`config.mk`:
```
export PLATFORM = sky130hd
export DESIGN_NAME = shift_serdes_flat
export DESIGN_NICKNAME = d
export VERILOG_FILES = /design/src/rtl/shift_serdes_if.sv /design/src/rtl/shift_serdes.sv /design/src/flat_wrapper.sv
export SDC_FILE = /design/constraint.sdc
export NUM_CORES = 1
export LEC_CHECK = 0
export ABC_CLOCK_PERIOD_IN_PS = 1870
export CORE_UTILIZATION = 45
export CTS_CLUSTER_SIZE = 16
export DETAILED_ROUTE_END_ITERATION = 8
export GPL_TIMING_DRIVEN = 0
export PLACE_DENSITY = 0.74
export SLEW_MARGIN = 10
export SYNTH_ARGS = -nofsm -noshare
export SYNTH_HDL_FRONTEND = slang
export SYNTH_SLANG_ARGS = --single-unit
```
`constraint.sdc`:
```
create_clock -name clk -period 1.87 [get_ports clk]
set_input_delay 0.374 -clock clk [delete_from_list [all_inputs] [get_ports clk]]
set_output_delay 0.374 -clock clk [all_outputs]
set_load 0.005 [all_outputs]
```
`src/rtl/shift_serdes_if.sv`:
```
// rtl/shift_serdes_if.sv - load handshake, serial pins and captured-word outputs of shift_serdes
interface shift_serdes_if #(
    parameter int WIDTH = 8
);
    logic             load_valid;
    logic             load_ready;
    logic [WIDTH-1:0] par_in;
    logic             shift_en;
    logic             ser_in;
    logic             ser_out;
    logic             ser_valid;
    logic [WIDTH-1:0] par_out;
    logic             out_valid;

    modport master (
        output load_valid, par_in, shift_en, ser_in,
        input  load_ready, ser_out, ser_valid, par_out, out_valid
    );

    modport slave (
        input  load_valid, par_in, shift_en, ser_in,
        output load_ready, ser_out, ser_valid, par_out, out_valid
    );
endinterface

```
`src/rtl/shift_serdes.sv`:
```
// rtl/shift_serdes.sv - full-duplex parallel/serial shift engine with load handshake and stall
module shift_serdes #(
    parameter int WIDTH     = 8,
    parameter int MSB_FIRST = 1
) (
    input  logic                 clk,
    input  logic                 rst,
    shift_serdes_if.slave        bus
);
    localparam int CNT_W = (WIDTH > 2) ? $clog2(WIDTH) : 1;

    localparam logic [0:0] IDLE  = 1'b0;
    localparam logic [0:0] SHIFT = 1'b1;

    logic [0:0]       state_q, state_d;
    logic [WIDTH-1:0] shreg_q, shreg_d;
    logic [CNT_W-1:0] cnt_q, cnt_d;
    logic [WIDTH-1:0] par_out_q, par_out_d;
    logic             out_valid_q, out_valid_d;

    logic [WIDTH-1:0] shifted;
    logic             last;
    logic             accept;

    assign last   = (state_q == SHIFT) && bus.shift_en && (cnt_q == CNT_W'(WIDTH - 1));
    assign accept = bus.load_valid && bus.load_ready;

    always_comb begin
        if (MSB_FIRST != 0) begin
            shifted = {shreg_q[WIDTH-2:0], bus.ser_in};
        end else begin
            shifted = {bus.ser_in, shreg_q[WIDTH-1:1]};
        end
    end

    always_comb begin
        state_d     = state_q;
        shreg_d     = shreg_q;
        cnt_d       = cnt_q;
        par_out_d   = par_out_q;
        out_valid_d = 1'b0;
        case (state_q)
            IDLE: begin
                if (accept) begin
                    shreg_d = bus.par_in;
                    cnt_d   = '0;
                    state_d = SHIFT;
                end
            end
            default: begin
                if (bus.shift_en) begin
                    shreg_d = shifted;
                    cnt_d   = cnt_q + CNT_W'(1);
                end
                // A load on the final shift starts the next frame with no idle gap.
                if (last) begin
                    par_out_d   = shifted;
                    out_valid_d = 1'b1;
                    cnt_d       = '0;
                    if (accept) begin
                        shreg_d = bus.par_in;
                    end else begin
                        state_d = IDLE;
                    end
                end
            end
        endcase
    end

    always_ff @(posedge clk) begin
        if (rst) begin
            state_q     <= IDLE;
            shreg_q     <= '0;
            cnt_q       <= '0;
            par_out_q   <= '0;
            out_valid_q <= 1'b0;
        end else begin
            state_q     <= state_d;
            shreg_q     <= shreg_d;
            cnt_q       <= cnt_d;
            par_out_q   <= par_out_d;
            out_valid_q <= out_valid_d;
        end
    end

    assign bus.load_ready = (state_q == IDLE) || last;
    assign bus.ser_valid  = (state_q == SHIFT);
    assign bus.ser_out    = (state_q == SHIFT) ?
                            ((MSB_FIRST != 0) ? shreg_q[WIDTH-1] : shreg_q[0]) : 1'b0;
    assign bus.par_out    = par_out_q;
    assign bus.out_valid  = out_valid_q;
endmodule

```
`src/flat_wrapper.sv`:
```
// flat-port wrapper written by rule: the top's interface ports become plain ports
module shift_serdes_flat 
#(
    parameter int WIDTH     = 8,
    parameter int MSB_FIRST = 1
)
  (clk, rst, bus_load_valid, bus_par_in, bus_shift_en, bus_ser_in, bus_load_ready, bus_ser_out, bus_ser_valid, bus_par_out, bus_out_valid);
  shift_serdes_if #(.WIDTH(WIDTH)) bus_i ();
  input  logic clk;
  input  logic rst;
  input wire logic [$bits(bus_i.load_valid)-1:0] bus_load_valid;
  input wire logic [$bits(bus_i.par_in)-1:0] bus_par_in;
  input wire logic [$bits(bus_i.shift_en)-1:0] bus_shift_en;
  input wire logic [$bits(bus_i.ser_in)-1:0] bus_ser_in;
  output wire logic [$bits(bus_i.load_ready)-1:0] bus_load_ready;
  output wire logic [$bits(bus_i.ser_out)-1:0] bus_ser_out;
  output wire logic [$bits(bus_i.ser_valid)-1:0] bus_ser_valid;
  output wire logic [$bits(bus_i.par_out)-1:0] bus_par_out;
  output wire logic [$bits(bus_i.out_valid)-1:0] bus_out_valid;
  assign bus_i.load_valid = bus_load_valid;
  assign bus_i.par_in = bus_par_in;
  assign bus_i.shift_en = bus_shift_en;
  assign bus_i.ser_in = bus_ser_in;
  assign bus_load_ready = bus_i.load_ready;
  assign bus_ser_out = bus_i.ser_out;
  assign bus_ser_valid = bus_i.ser_valid;
  assign bus_par_out = bus_i.par_out;
  assign bus_out_valid = bus_i.out_valid;
  shift_serdes #(.WIDTH(WIDTH), .MSB_FIRST(MSB_FIRST)) u_core (.clk(clk), .rst(rst), .bus(bus_i));
endmodule
```
Yosys cells after proc, flatten, opt, wreduce, memory -nomap -nowiden
Index checks and enable logic that the tools add are counted.
{"block": "op_classes", "addsub": 1, "mul": 0, "n_div": 0, "order_cmp": 0, "eq_ne": 2, "shifts": 0, "muxes": 14, "bitwise": 1, "n_reduce_logical": 8}
{"cell": "2-to-1 mux 8 bit", "n": 5}
{"cell": "2-to-1 mux 3 bit", "n": 4}
{"cell": "2-to-1 mux 1 bit", "n": 5}
{"cell": "AND reduction 2 bit", "n": 2}
{"cell": "adder 3 x 1 -> 3 bit (second input constant)", "n": 1}
{"cell": "equality test 3 bit (second input constant)", "n": 1}
{"cell": "logical AND 1 bit", "n": 3}
{"cell": "inequality test 3 bit (second input constant)", "n": 1}
{"cell": "nonzero test 2 bit", "n": 1}
{"cell": "OR reduction 2 bit", "n": 1}
{"cell": "logical OR 1 bit", "n": 1}
{"cell": "inverter 1 bit", "n": 1}
{"block": "totals", "register_bits": 21, "latchBits": 0, "mem_bits_rw": 0, "rom_bits": 0, "output_inout_bits": 12, "n_memories": 0}

Logic depth before layout (Yosys ltp)
{"block": "logic_depth", "depth_word": 7, "depth_mapped": 6}

Worst setup path after synthesis
OpenSTA, ideal clock, no wires.
{"block": "synth_path", "kind": "flip-flop to output port", "start": "reg u_core.cnt_q[0]", "end": "out bus_load_ready", "arrival_ns": 1.062, "t_required_ns": 1.496, "setup_slack_ns": 0.434, "path_stages_with_launch": 5, "n_path_buf": 0, "path_cell_list": "dfxtp_1 -> ha_1 -> ha_1 -> a21boi_2 -> inv_1"}
{"block": "synth_between", "elab_chain_len": 3}
{"item": "start, declared", "line": "shift_serdes.sv:17", "source": "logic [CNT_W-1:0] cnt_q, cnt_d;"}
{"item": "start signal, assigned", "line": "shift_serdes.sv:80", "source": "cnt_q <= cnt_d;"}
{"item": "equality test 3 bit", "line": "shift_serdes.sv:25", "source": "assign last = (state_q == SHIFT) && bus.shift_en && (cnt_q == CNT_W'(WIDTH - 1));"}
{"item": "logical AND 1 bit", "line": "shift_serdes.sv:25"}
{"item": "logical OR 1 bit", "line": "shift_serdes.sv:86", "source": "assign bus.load_ready = (state_q == IDLE) || last;"}
{"item": "end, declared", "line": "flat_wrapper.sv:15", "source": "output wire logic [$bits(bus_i.load_ready)-1:0] bus_load_ready;"}
No other way between the ends.

Final worst setup path
Same ends and word-level chain as after synthesis.

==> run_results.csv <==
group,metric,value,unit
outcome,status,"finished, final reports clean",
final_layout,fin_util,67.2,%
timing,fin_crit,1.82,ns
route,wire_per_inst,13.3,microns
placement,pre_cts_ws,-0.144,ns
synth,ys_top_cells_by_count,"21 x dfxtp_1, 19 x nand2_1, 10 x a21oi_1",
setup_path,reg2reg_depth,6,
setup_path,r2r_slack,0.39,ns
hold_path,min_to,"u_core.bus.ser_valid$_SDFF_PP0_",
cts,cts_hold_buf,0,
setup_path,critical_path_required,1.50,ns
synth,yosysTopAreaCell,"dfxtp_1",
setup_path,critPathTopFamily,"flip-flops",
synth,netlist.area_leader.share,41.2,%
synth,yosysMostFrequentCell,"dfxtp_1",
placement,io_buffers,22,
setup_path,worstPathMaxFanout,2,
cts,htreeDepth,1,
final_layout,final_area,1370,sq um
synth,synth_edf_count,0,
synth,synth.area.top_cells,"dfxtp_1 41%, nand2_1 7.0%, a21oi_1 4.9%, a211oi_1 4.4%, mux2_1 4.4%",
synth,synth_nets,133,
cts,clkSlewWorstSetupHoldPaths,0.12,ns
setup_path,r2r_end,"u_core.shreg_q[0]$_SDFFE_PP0P_",
synth,syn_area,1020,sq um
global_route,antenna_found_initial,0,
cts,clk_latency,0.31,ns
pwr,pwr-share-clk,26.2,%
global_route,grt_pass1_vias,855,
pwr,p_leak,0.510,nW
route,drtPass1Iterations,5,
final_layout,antenna_cells,0,
timing,tightest_slew,0.513,ns
cts,clockBufferDepth,2,
setup_path,reg2reg_from,"u_core.cnt_q[0]$_SDFFE_PP0P_",
setup_path,cpPeakStageDelay,0.36,ns
pwr,powerDensity,626,nW/um^2
final_layout,layout-drive-gt1-share,15.5,%
global_route,grt.total_usage,19.9,%
route,routed_via_density,5.52,
placement,dpl_cell_area,1270,sq um
die,fp.dieW,49.6,microns
cts,tritoncts,"built",
synth,synthDistinctLibCells,33,
placement,place.gp.congestion,0.811,
placement,hpwl,1540,microns
cts,cts-buffers-inserted,3,
timing,timing.final.ws_setup,0.0523,ns
die,dieArea,2460,sq um
route,drcViolationCount,0,
setup_path,critical_path_buf_inv_count,2,
pwr,ir_drop,0.000460,V
die,fp.dieH,49.6,microns
final_layout,syn_to_final_growth,34.4,%
setup_path,cp_cell_sequence,"ha_4 > ha_4 > a21boi_4 > inv_1 > dlygate4sd2_1",
setup_path,start_kind,"register",
setup_path,path_depth,5,
synth,synth.avg_cell_area,8.65,sq um
pwr,power.switching,0.232,mW
synth,async_flop_share,0,%
global_route,grt.overflow.total,0,
synth,ys_ff_latch,21,
hold_path,min_from,"bus_shift_en",
hold_path,hold_depth,4,
synth,yosysSeqAreaShare,41.2,%
timing,setup_viol,0,
pwr,p_int,0.627,mW
global_route,grt_pass1_wl,3880,microns
final_layout,fin_nets,164,
setup_path,end_kind,"output port",
global_route,grt_max_degree,13,
timing,drv_slew,0,
setup_path,crit_path_frequent_cell,"ha_4",
timing,max_slew_margin,65.8,%
synth,synth_cells,118,
timing,fin_worst_skew,0.00183,ns
die,rows,16,
die,start_util,50.0,%
synth,yosysWarnings,0,
die,fp.coreArea,2040,sq um
hold_path,hold_class,"in -> reg",
timing,fin_crit_sh,97.2,%
route,drtIter0Drc,17,
timing,clock.fmax,0.550,GHz
pwr,seq_power_share,56.9,%
timing,finalHoldViolCount,0,
setup_path,slowest_stage,"dfxtp_2",
synth,yosys_most_used_dff,"dfxtp_1",
route,routed_wl,2330,microns
die,ioPinCount,25,
setup_path,arrival,1.44,ns
pwr,pwr-share-comb,16.9,%
cts,cts_root_buffer,"clkbuf_4",
cts,cts_num_sinks,21,
setup_path,crit_type,"reg -> out",
pwr,sw_frac_of_total,27.0,%
run,max-cap-violations,0,
route,dr_total_vias,966,
route,detail-route-antenna-nets,0,
timing,holdWs,0.421,ns
==> logic make-up after synthesis <==
| group | Yosys count | synth area share, % |
|---|---|---|
| flip-flops | 21 | 41.2 |
| AND/OR/NAND/NOR | 39 | 17.6 |
| multiplexers | 9 | 9.56 |
| adder cells (fa/ha/maj) | 2 | 2.45 |
| buffers and inverters | 12 | 6.98 |
| AO/OA/AOI/OAI | 35 | 22.2 |
==> metal layers <==
layer	vias up	wire, microns	track usage [%]
met1	443	1130	27.7
met3	2	123	5.56
met5	-	0	0
met4	0	10	1.43
li1	488	-	-
met2	33	1070	31.8
==> worst max path at each step <==
stage | start | endpoint
3_3_place_gp | u_core.cnt_q[0]$_SDFFE_PP0P_ | bus_load_ready
3_5_place_dp | u_core.cnt_q[0]$_SDFFE_PP0P_ | bus_load_ready
4_1_cts | u_core.cnt_q[0]$_SDFFE_PP0P_ | bus_load_ready
2_1_floorplan | u_core.cnt_q[0]$_SDFFE_PP0P_ | bus_load_ready
5_1_grt | u_core.cnt_q[0]$_SDFFE_PP0P_ | bus_load_ready
6_report | u_core.cnt_q[0]$_SDFFE_PP0P_ | bus_load_ready
==> flip-flops by register name (all words and copies together) (netlist names) <==
register and flops:
u_core.bus.par_out 8, u_core.bus.out_valid 1, u_core.bus.ser_valid 1, u_core.cnt_q 3
u_core.shreg_q 8
==> tightest hold or removal path, delay by kind of cell <==
family / cells / cell delay [ns]
compound gates: 2 / 0.13
buf+inv: 2 / 0.19
==> metrics by stage <==
step | power (mW) | setup TNS (ns) | std cells
2_1_floorplan | 0.581 | 0 | 118
3_3_place_gp | 0.630 | -0.165 | 167
3_5_place_dp | 0.631 | -0.144 | 167
4_1_cts | 0.857 | 0 | 175
5_1_grt | 0.902 | -0.00315 | 175
6_report | 0.859 | 0 | 175
==> area by class of cell <==
type	instances	area (sq um)
fill	195	669
multi-input combinational	85	562
sequential	21	427
timing repair buffer	27	256
buffer	8	55.1
tap	27	33.8
clock buffer	3	22.5
inverter	3	11.3
clock inverter	1	5.00
==> cells in the final DEF (no fill, tap or decap), types with 2 or more instances in the layout <==
cell type,n
nor2_1,8
ha_4,2
dfxtp_2,2
o22ai_1,6
a211oi_1,6
clkdlybuf4s50_1,21
clkbuf_4,3
mux2i_1,3
and3_1,3
buf_4,6
a21oi_1,10
dfxtp_1,18
buf_1,2
nor3b_1,2
nand2_1,19
mux2_1,4
mux2_2,2
inv_1,3
o221ai_1,2
o32ai_1,2
o21ai_1,6
==> power by group through the flow <==
stage / Clock (mW) / Sequential [mW] / Combinational (mW)
after floorplan: 0 / 0.490 / 0.0911
after global placement: 0 / 0.496 / 0.134
after detailed placement: 0 / 0.495 / 0.136
after CTS: 0.227 / 0.483 / 0.147
after global routing: 0.251 / 0.492 / 0.158
final: 0.225 / 0.488 / 0.146
==> what timing repair did <==
action	4_1_cts	5_1_grt
gates resized for setup	9	2
endpoints found under the setup margin	2	2
pin swaps	1	1
buffers inserted	4	1
(Power assumes the default switching activity.)
==> edit (same settings) <==
`WIDTH` is set to 8 in 3 places; all go to 4.
--- a/src/rtl/shift_serdes_if.sv
+++ b/src/rtl/shift_serdes_if.sv
@@ -2,3 +2,3 @@
 interface shift_serdes_if #(
-    parameter int WIDTH = 8
+    parameter int WIDTH = 4
 );
--- a/src/rtl/shift_serdes.sv
+++ b/src/rtl/shift_serdes.sv
@@ -2,3 +2,3 @@
 module shift_serdes #(
-    parameter int WIDTH     = 8,
+    parameter int WIDTH     = 4,
     parameter int MSB_FIRST = 1
--- a/src/flat_wrapper.sv
+++ b/src/flat_wrapper.sv
@@ -3,3 +3,3 @@
 #(
-    parameter int WIDTH     = 8,
+    parameter int WIDTH     = 4,
     parameter int MSB_FIRST = 1
Interface: changed (resized bus_par_in and bus_par_out); port bits go from 25 to 17. No check against the original RTL was run, so the function may have changed too.
==> edit against the original RTL <==
  * Final area is 37% lower
  * Sequential cell count is 9 lower
  * Sequential power is 43% lower
  * Setup slack better by 2.4 ps
  * Power is 33% lower
  * Routed wire length is 43% lower
  * Synthesized area is 40% lower
  * Critical path depth is 2 lower
  * Fmax is 0.13% higher
  * Critical endpoint unchanged
  * Synthesized cell count is 45% lower
==> edit: results (changes against the original RTL) <==
| Metric | Value |
|---|---|
| Met3 WL | `72 um (was 123 um)` |
| Worst hold margin | `508 ps (was 421 ps)` |
| Multi-input combinational area share | `40.0% (was 40.9%)` |
| Vias in the first global route | `479 (was 855)` |
| Postcts setup bufs | `1 (was 4)` |
| Sw power | `0.136 mW (was 0.232 mW)` |
| Largest net degree at the start of global routing | `11 (was 13)` |
| Reg2reg end | `u_core.shreg_q[3] (was u_core.shreg_q[0])` |
| Highest-delay cell along the critical path | `clkdlybuf4s50_1 (was dfxtp_2)` |
| GRT Total Usage | `21.8% (was 19.9%)` |
| Post-synthesis sequential area ratio | `39.4% (was 41.2%)` |
| Comb_multi_in | `46 (was 85)` |
| Seq/total area | `28.3% (was 31.1%)` |
| Maximum VDD drop | `602 uV (was 460 uV)` |
| Non-clock buffering overhead | `25.0% (was 22.7%)` |
| Hold Path End | `u_core.bus.par_out[0] (was u_core.bus.ser_valid)` |
| CP max FO | `5 (was 2)` |
| HP Start | `u_core.bus.par_out[0] (was bus_shift_en)` |
| Global Route met3 Usage | `12.1% (was 5.56%)` |
| Met2 usage | `34.2% (was 31.8%)` |
| Wire length on met2 | `588 um (was 1.07 mm)` |
| FF+latch count, synth | `12 (was 21)` |
| DR pass1 iterations | `2 (was 5)` |
| ClkCell Share | `4.22% (was 2.01%)` |
| Worst R2R Start | `u_core.cnt_q[1] (was u_core.cnt_q[0])` |
| Total of cells resized after clock tree synthesis | `8 (was 9)` |
| Dpl hpwl | `915 um (was 1.54 mm)` |
| Clock buffers | `4 (was 3)` |
| Top cell family by delay on the critical path | `buffers and inverters (was flip-flops)` |
| Register-to-Register Setup Slack | `680 ps (was 390 ps)` |
| Worst slew pin tran | `461 ps (was 513 ps)` |
| Routed wire per std cell | `13.3 um (about the same)` |
| Hold Path Stages | `2 (was 4)` |
| Net Count, Synth | `75 (was 133)` |
| Pre-CTS setup slack | `-105 ps (was -144 ps)` |
| Crit path largest cell delay | `430 ps (was 360 ps)` |
| Fill cells | `98 (was 195)` |
| Clock Latency Late Sink | `270 ps (was 310 ps)` |
| Signal buffers | `23 (was 35)` |
| Type of the tightest min-delay check | `reg2reg (was in2reg)` |
| Final #Nets | `97 (was 164)` |
| First-pass GRT wire length | `2.08 mm (was 3.88 mm)` |
| Run status | `finished clean (unchanged)` |
| Main area contributors after synthesis | `dfxtp_1, mux2i_1, nor2_1 (was dfxtp_1, nand2_1, a21oi_1)` |
| Vias | `542 (was 966)` |
| Non-clock inverters | `1 (was 3)` |
| LEAKAGE | `0.376 nW (was 0.510 nW)` |
| Sequential cell power | `0.276 mW (was 0.488 mW)` |
| Distinct cells, synth | `25 (was 33)` |
| Clk pwr | `0.203 mW (was 0.225 mW)` |
| Synth top cells by count | `dfxtp_1, nor2_1, mux2i_1 (was dfxtp_1, nand2_1, a21oi_1)` |
| Tot Pwr | `0.576 mW (was 0.859 mW)` |
| Metal-1 WL | `652 um (was 1.13 mm)` |
| Gpl congestion | `0.789 (was 0.811)` |
[edit: changes by cell type in the layout (fill, tap and decap cells not counted), moves of 7 or more]
cell	delta
dfxtp_1	-9
a21oi_1	-7
clkdlybuf4s50_1	-7
nand2_1	-17
[edit: worst reg2reg max path, delay by kind of cell (launching register included)]
family | cells | cell delay [ps]
and+or+nand+nor | 1 | 130
adders and majority gates | 1 | 170
buffers and inverters | 1 | 130
DFF | 1 | 360
AOI/OAI and AO/OA | 2 | 300
[edit: kinds of logic after synthesis]
family	after synthesis	share of synthesized area, %
buf+inv	7	6.16
fa+ha+maj	1	2.05
simple gates	22	17.9
flops	12	39.4
compound gates	13	17.9
mux	10	16.6
[edit: per-stage QoR]
step / area (um^2) / utilization, % / cells
3_5_place_dp: 787 / 66.4 / 95
2_1_floorplan: 609 / - / 65
5_1_grt: 861 / 72.6 / 100
6_report: 861 / 72.6 / 100
3_3_place_gp: 787 / 66.4 / 95
4_1_cts: 850 / 71.6 / 99
